==> config.mk <==
export PLATFORM = sky130hd
export DESIGN_NAME = gpi_debounce
export DESIGN_NICKNAME = d
export VERILOG_FILES = /design/src/rtl/gpi_db_pkg.sv /design/src/rtl/gpi_db_chan.sv /design/src/rtl/gpi_debounce.sv
export SDC_FILE = /design/constraint.sdc
export NUM_CORES = 1
export LEC_CHECK = 0
export CORE_MARGIN = 5
export CORE_UTILIZATION = 54
export DETAILED_ROUTE_END_ITERATION = 12
export GPL_ROUTABILITY_DRIVEN = 1
export PLACE_DENSITY = 0.77
export SLEW_MARGIN = 20
export SYNTH_ARGS = -nofsm -noshare
export SYNTH_HDL_FRONTEND = slang
export SYNTH_SLANG_ARGS = --single-unit
==> constraint.sdc <==
create_clock -name PCLK -period 1.9 [get_ports PCLK]
set_input_delay 0.285 -clock PCLK [delete_from_list [all_inputs] [get_ports PCLK]]
set_output_delay 0.285 -clock PCLK [all_outputs]
set_load 0.1 [all_outputs]
==> src/rtl/gpi_db_pkg.sv <==
// Shared types and constants for the GPI debouncer.
package gpi_db_pkg;

    typedef enum logic {
        ST_STABLE,
        ST_COUNT
    } db_state_e;

    localparam int unsigned CNT_W             = 16;
    localparam int unsigned DB_CYCLES_DEFAULT = 1000;

endpackage

==> src/rtl/gpi_db_chan.sv <==
// One debounce channel: two-flop synchronizer, stability FSM with counter,
// and sticky rise/fall pending flags.
module gpi_db_chan
    import gpi_db_pkg::*;
#(
    parameter int unsigned DB_CYCLES = DB_CYCLES_DEFAULT
) (
    input  logic clk,
    input  logic rst_n,
    input  logic pin,
    input  logic edge_clr,
    output logic gpi,
    output logic rise_pend,
    output logic fall_pend
);

    localparam logic [CNT_W-1:0] CNT_MAX = CNT_W'(DB_CYCLES - 1);

    logic             sync1_q, sync2_q;
    db_state_e        state_q, state_d;
    logic [CNT_W-1:0] cnt_q, cnt_d;
    logic             gpi_q, gpi_d;
    logic             rise_q, rise_d;
    logic             fall_q, fall_d;

    always_comb begin
        state_d = state_q;
        cnt_d   = cnt_q;
        gpi_d   = gpi_q;
        unique case (state_q)
            ST_STABLE: begin
                if (sync2_q != gpi_q) begin
                    // A single-cycle debounce accepts the new level immediately.
                    if (DB_CYCLES == 1) begin
                        gpi_d = sync2_q;
                    end else begin
                        state_d = ST_COUNT;
                        cnt_d   = CNT_W'(1);
                    end
                end
            end
            ST_COUNT: begin
                if (sync2_q == gpi_q) begin
                    state_d = ST_STABLE;
                    cnt_d   = '0;
                end else if (cnt_q == CNT_MAX) begin
                    gpi_d   = sync2_q;
                    cnt_d   = '0;
                    state_d = ST_STABLE;
                end else begin
                    cnt_d = cnt_q + CNT_W'(1);
                end
            end
            default: begin
                state_d = ST_STABLE;
                cnt_d   = '0;
            end
        endcase
    end

    // Set takes priority over a same-cycle clear.
    always_comb begin
        rise_d = (~gpi_q & gpi_d) | (rise_q & ~edge_clr);
        fall_d = (gpi_q & ~gpi_d) | (fall_q & ~edge_clr);
    end

    always_ff @(posedge clk or negedge rst_n) begin
        if (!rst_n) begin
            sync1_q <= 1'b0;
            sync2_q <= 1'b0;
            state_q <= ST_STABLE;
            cnt_q   <= '0;
            gpi_q   <= 1'b0;
            rise_q  <= 1'b0;
            fall_q  <= 1'b0;
        end else begin
            sync1_q <= pin;
            sync2_q <= sync1_q;
            state_q <= state_d;
            cnt_q   <= cnt_d;
            gpi_q   <= gpi_d;
            rise_q  <= rise_d;
            fall_q  <= fall_d;
        end
    end

    assign gpi       = gpi_q;
    assign rise_pend = rise_q;
    assign fall_pend = fall_q;

endmodule

==> src/rtl/gpi_debounce.sv <==
// Multi-channel GPI debouncer with edge-pending flags and a gated interrupt.
module gpi_debounce
    import gpi_db_pkg::*;
#(
    parameter int unsigned NUM_CH    = 8,
    parameter int unsigned DB_CYCLES = DB_CYCLES_DEFAULT
) (
    input  logic              PCLK,
    input  logic              PRESET,
    input  logic [NUM_CH-1:0] pin_in,
    input  logic [NUM_CH-1:0] rise_en,
    input  logic [NUM_CH-1:0] fall_en,
    input  logic [NUM_CH-1:0] edge_clr,
    output logic [NUM_CH-1:0] gpi,
    output logic [NUM_CH-1:0] rise_pend,
    output logic [NUM_CH-1:0] fall_pend,
    output logic              irq
);

    for (genvar i = 0; i < NUM_CH; i++) begin : g_chan
        gpi_db_chan #(
            .DB_CYCLES(DB_CYCLES)
        ) u_chan (
            .clk      (PCLK),
            .rst_n    (PRESET),
            .pin      (pin_in[i]),
            .edge_clr (edge_clr[i]),
            .gpi      (gpi[i]),
            .rise_pend(rise_pend[i]),
            .fall_pend(fall_pend[i])
        );
    end

    assign irq = |((rise_pend & rise_en) | (fall_pend & fall_en));

endmodule

## Word-level counts from Yosys, hierarchy flattened

Index checks and enable logic that the tools add are counted.

- Add/subtract/negate cells: 8
- Equality and inequality tests: 32
- Multiplexer cells: 88
- Bitwise logic cells: 83
- Reduce and logical (&&, ||, !) cells: 1

Operator list:

| cell | count |
|---|---|
| two-way mux 16 bit | 24 |
| one-hot mux 16 bit (2 select lines) | 8 |
| adder 16 x 1 -> 16 bit, second input constant | 8 |
| equality test 16 x 10 -> 1 bit, second input constant | 8 |
| two-way mux 1 bit | 48 |
| bitwise AND 1 bit | 32 |
| NOT 1 bit | 32 |
| bitwise AND 8 bit | 2 |
| inequality test 2 x 1 -> 1 bit, second input constant | 8 |
| OR 1 bit | 16 |
| one-hot mux 1 bit (2 select lines) | 8 |
| equality test 1 bit | 8 |
| inequality test 1 bit | 8 |
| OR 8 bit | 1 |
| OR reduction 8 bit | 1 |

- Flip-flop bits (word level): 176

## Depth between registers and ports, before layout

- Depth in word-level cells: 7
- Depth in mapped cells: 8
- Mapped depth without buffers: 6

## Hierarchy

Synthesis repeated with hierarchy kept, for this count alone.

- Cell total of the unflattened synthesis: 979
- Area total of the unflattened synthesis: 9223.8 um2

Modules (own cells, without submodules):

| module | instances | cells each | area an instance (um2) | sequential area each (um2) |
|---|---|---|---|---|
| gpi_db_chan at g_chan[0].u_chan ... | 6 | 122 | 1138.6 | 550.5 |
| gpi_db_chan at g_chan[2].u_chan | 1 | 118 | 1164.9 | 550.5 |
| gpi_db_chan at g_chan[7].u_chan | 1 | 120 | 1126.1 | 550.5 |
| gpi_debounce | 1 | 9 | 101.3 | 0.0 |

## Worst setup path after synthesis

Ideal clock, no wire load.

- Kind: reg2reg
- Start point: register g_chan[6].u_chan.cnt_q[12]
- End point: register g_chan[6].u_chan.cnt_q[12]
- Arrival: 1.939 ns
- Setup slack: -0.177 ns
- Cell stages (with the launch flop): 8
- Clock period less this slack: 2.077 ns
- Cell sequence: dfrtp_1 or4_1 nor4_4 nor2_2 buf_6 buf_8 a21oi_1 a31oi_1

- Word-level cells in the longest chain between the ends: 4

Ends and longest elaborated chain:

| element | line | source |
|---|---|---|
| start: declaration | gpi_db_chan.sv:21 | `logic [CNT_W-1:0] cnt_q, cnt_d;` |
| start signal: assignment | gpi_db_chan.sv:80 | `cnt_q <= cnt_d;` |
| adder 16 x 1 -> 16 bit or equality test 16 x 10 -> 1 bit (tied branches) | gpi_db_chan.sv:51, gpi_db_chan.sv:46 |  |
| two-way mux 16 bit (*) | gpi_db_chan.sv:46 | `end else if (cnt_q == CNT_MAX) begin` |
| two-way mux 16 bit (*) | gpi_db_chan.sv:43 | `if (sync2_q == gpi_q) begin` |
| one-hot mux 16 bit (2 select lines) (*) | gpi_db_chan.sv:30 | `unique case (state_q)` |

Every way passes the cells marked *; elsewhere a longest branch is shown, timed or not.
A chain may end at the register's enable or synchronous reset.

## Final worst setup path

- Start point: register g_chan[5].u_chan.fall_q
- End point: output irq

- Word-level cells in the longest chain between the ends: 3

Ends and longest elaborated chain:

| element | line | source |
|---|---|---|
| start: declaration | gpi_db_chan.sv:24 | `logic fall_q, fall_d;` |
| start signal: assignment | gpi_db_chan.sv:83 | `fall_q <= fall_d;` |
| bitwise AND 8 bit | gpi_debounce.sv:34 | `assign irq = \|((rise_pend & rise_en) \| (fall_pend & fall_en));` |
| OR 8 bit | gpi_debounce.sv:34 |  |
| OR reduction 8 bit | gpi_debounce.sv:34 |  |
| end: declaration | gpi_debounce.sv:17 | `output logic irq` |

Every way passes these cells.

==> results <==
-- synth_stat cells (18+ instances only) --
cell	number	area [µm²]
nand4_1	26	163
clkbuf_1	18	67.6
or3_1	19	119
o21ai_0	61	305
dfrtp_1	176	4400
buf_4	24	180
nand2_1	118	443
nor2_1	53	199
nand3_1	67	335
a22o_1	18	158
inv_1	52	195
nor3_1	29	145
a21oi_1	58	290
a31oi_1	71	444
-- power groups by stage --
stage	Clock (mW)	Combinational, mW	Sequential [mW]
4_1_cts	3.72	0.716	3.94
6_report	3.67	0.810	3.95
3_3_place_gp	0	0.662	4.00
2_1_floorplan	0	0.336	4.00
3_5_place_dp	0	0.680	4.01
5_1_grt	3.88	0.895	3.97
-- timing repair --
action / in CTS / in global routing
resized for setup: 42 / 167
endpoints found under the setup margin: 62 / 133
setup buffers: 11 / 19
hold buffers: 1 / 0
hold endpoints to repair: 40 / 0
pin swaps: 26 / 76
cloned: 2 / 6
-- sequential cells by signal, indices dropped and copies added, names as in the netlist --
register / count
g_chan.u_chan.cnt_q: 128
g_chan.u_chan.fall_pend: 8
g_chan.u_chan.gpi: 8
g_chan.u_chan.rise_pend: 8
g_chan.u_chan.state_q: 8
g_chan.u_chan.sync1_q: 8
g_chan.u_chan.sync2_q: 8
-- worst max-delay path, cell delays in order (launching register included) --
cell	delay, ns
dfrtp_2	0.45
a22o_1	0.20
a221oi_2	0.17
buf_4	0.17
nand4_1	0.13
buf_12	0.21
-- worst paths after layout --
check                                                       start                                     end  slack [ns]  depth (start not counted)
setup / recovery             g_chan[5].u_chan.fall_pend$_DFF_PN0_                                     irq       -0.14                          5
hold / removal                                          pin_in[0]      g_chan[0].u_chan.sync1_q$_DFF_PN0_        0.29                          1
setup reg to reg           g_chan[4].u_chan.cnt_q[12]$_DFFE_PN0P_  g_chan[4].u_chan.cnt_q[10]$_DFFE_PN0P_       -0.06                          7
hold reg to reg                g_chan[0].u_chan.sync1_q$_DFF_PN0_      g_chan[0].u_chan.sync2_q$_DFF_PN0_        0.35                          0
max in group asynchronous                                  PRESET    g_chan[5].u_chan.fall_pend$_DFF_PN0_        0.93                          3
min in group asynchronous                                  PRESET   g_chan[4].u_chan.cnt_q[4]$_DFFE_PN0P_        0.34                          2
-- cells by family (layout without fill, tap and decap cells) --
group                    Yosys count  count (layout)
multiplexers                      13              13
adder cells (fa/ha/maj)            8               8
AO/OA/AOI/OAI                    269             269
buffers and inverters            107             318
XOR/XNOR                          10              10
AND/OR/NAND/NOR                  398             405
flip-flops                       176             176
-- stage by stage --
step	instances	util, %	setup TNS, ns	setup WS (ns)
6_report	1419	75.9	-1.20	-0.138
5_1_grt	1419	75.9	-7.08	-0.197
4_1_cts	1394	70.9	-0.251	-0.171
3_5_place_dp	1348	65.5	-1.65	-0.0951
3_3_place_gp	1348	65.5	-0.265	-0.0472
2_1_floorplan	981	-	-1.07	-0.122
-- final cells by class --
class,instances,area [µm²]
repair buffers,234,2080
clock inverters,14,180
inverters,52,195
fillers,1052,3990
multi-input cells,705,4960
flip-flops and latches,176,4410
well taps,220,275
clock buffers,18,439
-- routing by layer --
layer	track usage, %	vias up	routed length (µm)
li1	-	4047	-
met1	31.9	4178	10400
met2	37.9	250	12200
met3	4.91	51	1190
met4	7.21	2	522
met5	0	-	11
==> out/results.tsv <==
stage	metric	value	unit
clocking	tritoncts	yes	
synthesis	synth_xor_area_share	0.968	%
layout	diodes	0	
floorplanning	die_x	139	µm
global_route	grt.overflow.total	0	
layout	final_area	12500	µm²
power	comb_power_share	9.6	%
sta	fin_crit_sh	107	%
worst_hold_path	hold_path_class	input pin to flip-flop	
power	pwr-share-seq	46.9	%
floorplanning	core_area	16500	µm²
floorplanning	start_util	54.8	%
floorplanning	dieArea	19400	µm²
synthesis	synth-simple-area-share	23.3	%
layout	final_cell_mix	dfrtp_1 (172), buf_4 (162), nand2_1 (100)	
synthesis	synth_edf_count	0	
sta	tightest_slew	0.622	ns
place	portBuffers	58	
route	drtPass1Iterations	6	
sta	rsz0062_at_grt	yes	
setup_path	required	1.62	ns
power	finalPower	8.43	mW
sta	timing.hold.ws	0.291	ns
clocking	h-tree-depth	4	
clocking	numClockSinks	176	
synthesis	syn_inst	981	
synthesis	async_reset_ff_share	100	%
synthesis	muxShareOfSynthArea	1.47	%
clocking	path_clk_slew	0.07	ns
layout	final_common_cell	dfrtp_1	
setup_path	cp-end-kind	output port	
setup_path	worstPathMaxFanout	2	
synthesis	synth_top_family_by_area	simple AND/OR/NAND/NOR gates	
place	gp_congestion	0.882	
synthesis	synth_fa_ha_area_share	1.11	%
clocking	clockRootBuffer	clkbuf_16	
outcome	status	complete, but fails checks	
power	p_per_area	672	nW/µm²
place	dp.final_hpwl	14.9	mm
synthesis	synth_compound_area_share	18.7	%
global_route	antenna_found_initial	1	
layout	fin_nets	1228	
synthesis	ys_ff_latch	176	
layout	area_growth	38.5	%
synthesis	syn-cell-area	9050	µm²
clocking	clk_path_buf_depth	2	
power	internal_power	6.36	mW
global_route	grt_pass1_wl	38.4	mm
synthesis	synth_fp_nets	1023	
floorplanning	die_h	139	µm
power	p_switching	2.07	mW
synthesis	ys_types	61	
setup_path	cp.arrival	1.75	ns
route	first_iter_violations	586	
clocking	cts_buffers	17	
sta	finalSetupViolations	48	
power	leakagePower	5.39	nW
route	via_per_inst	6.01	
sta	fin_ws	-0.138	ns
sta	max_slew_margin	58.4	%
setup_path	startpoint_type	flip-flop	
run	max_cap_violations	0	
power	irDropWorstVdd	0.749	mV
setup_path	worstSetupPathType	flip-flop to output port	
route	wire_per_inst	17.1	µm
outcome	violations	setup timing	
synthesis	ys.warnings.count	0	
layout	drive_gt1_share	34.4	%
route	ant_nets	0	
place	post_dp_cell_area	10800	µm²
sta	max_freq	491	MHz
power	clkPwrFrac	43.5	%
synthesis	avgSynthCellArea	9.23	µm²
global_route	grt_use_total	23.4	%
global_route	grt_max_degree	46	
route	drc	0	
global_route	grt_pass1_vias	8074	
power	swShare	24.6	%
sta	fin_skew	0.00903	ns
sta	slew_viol_final	0	
synthesis	ys_seq_area_share	48.7	%
route	wl	24.3	mm
route	via_count	8528	
synthesis	synth_ff_type	dfrtp_1	
floorplanning	ios	59	
floorplanning	rows	47	
sta	period_needed	2.04	ns
sta	hold_viol	0	
clocking	insertion_delay	0.43	ns
Note: power is estimated with default switching activity, not from simulation.
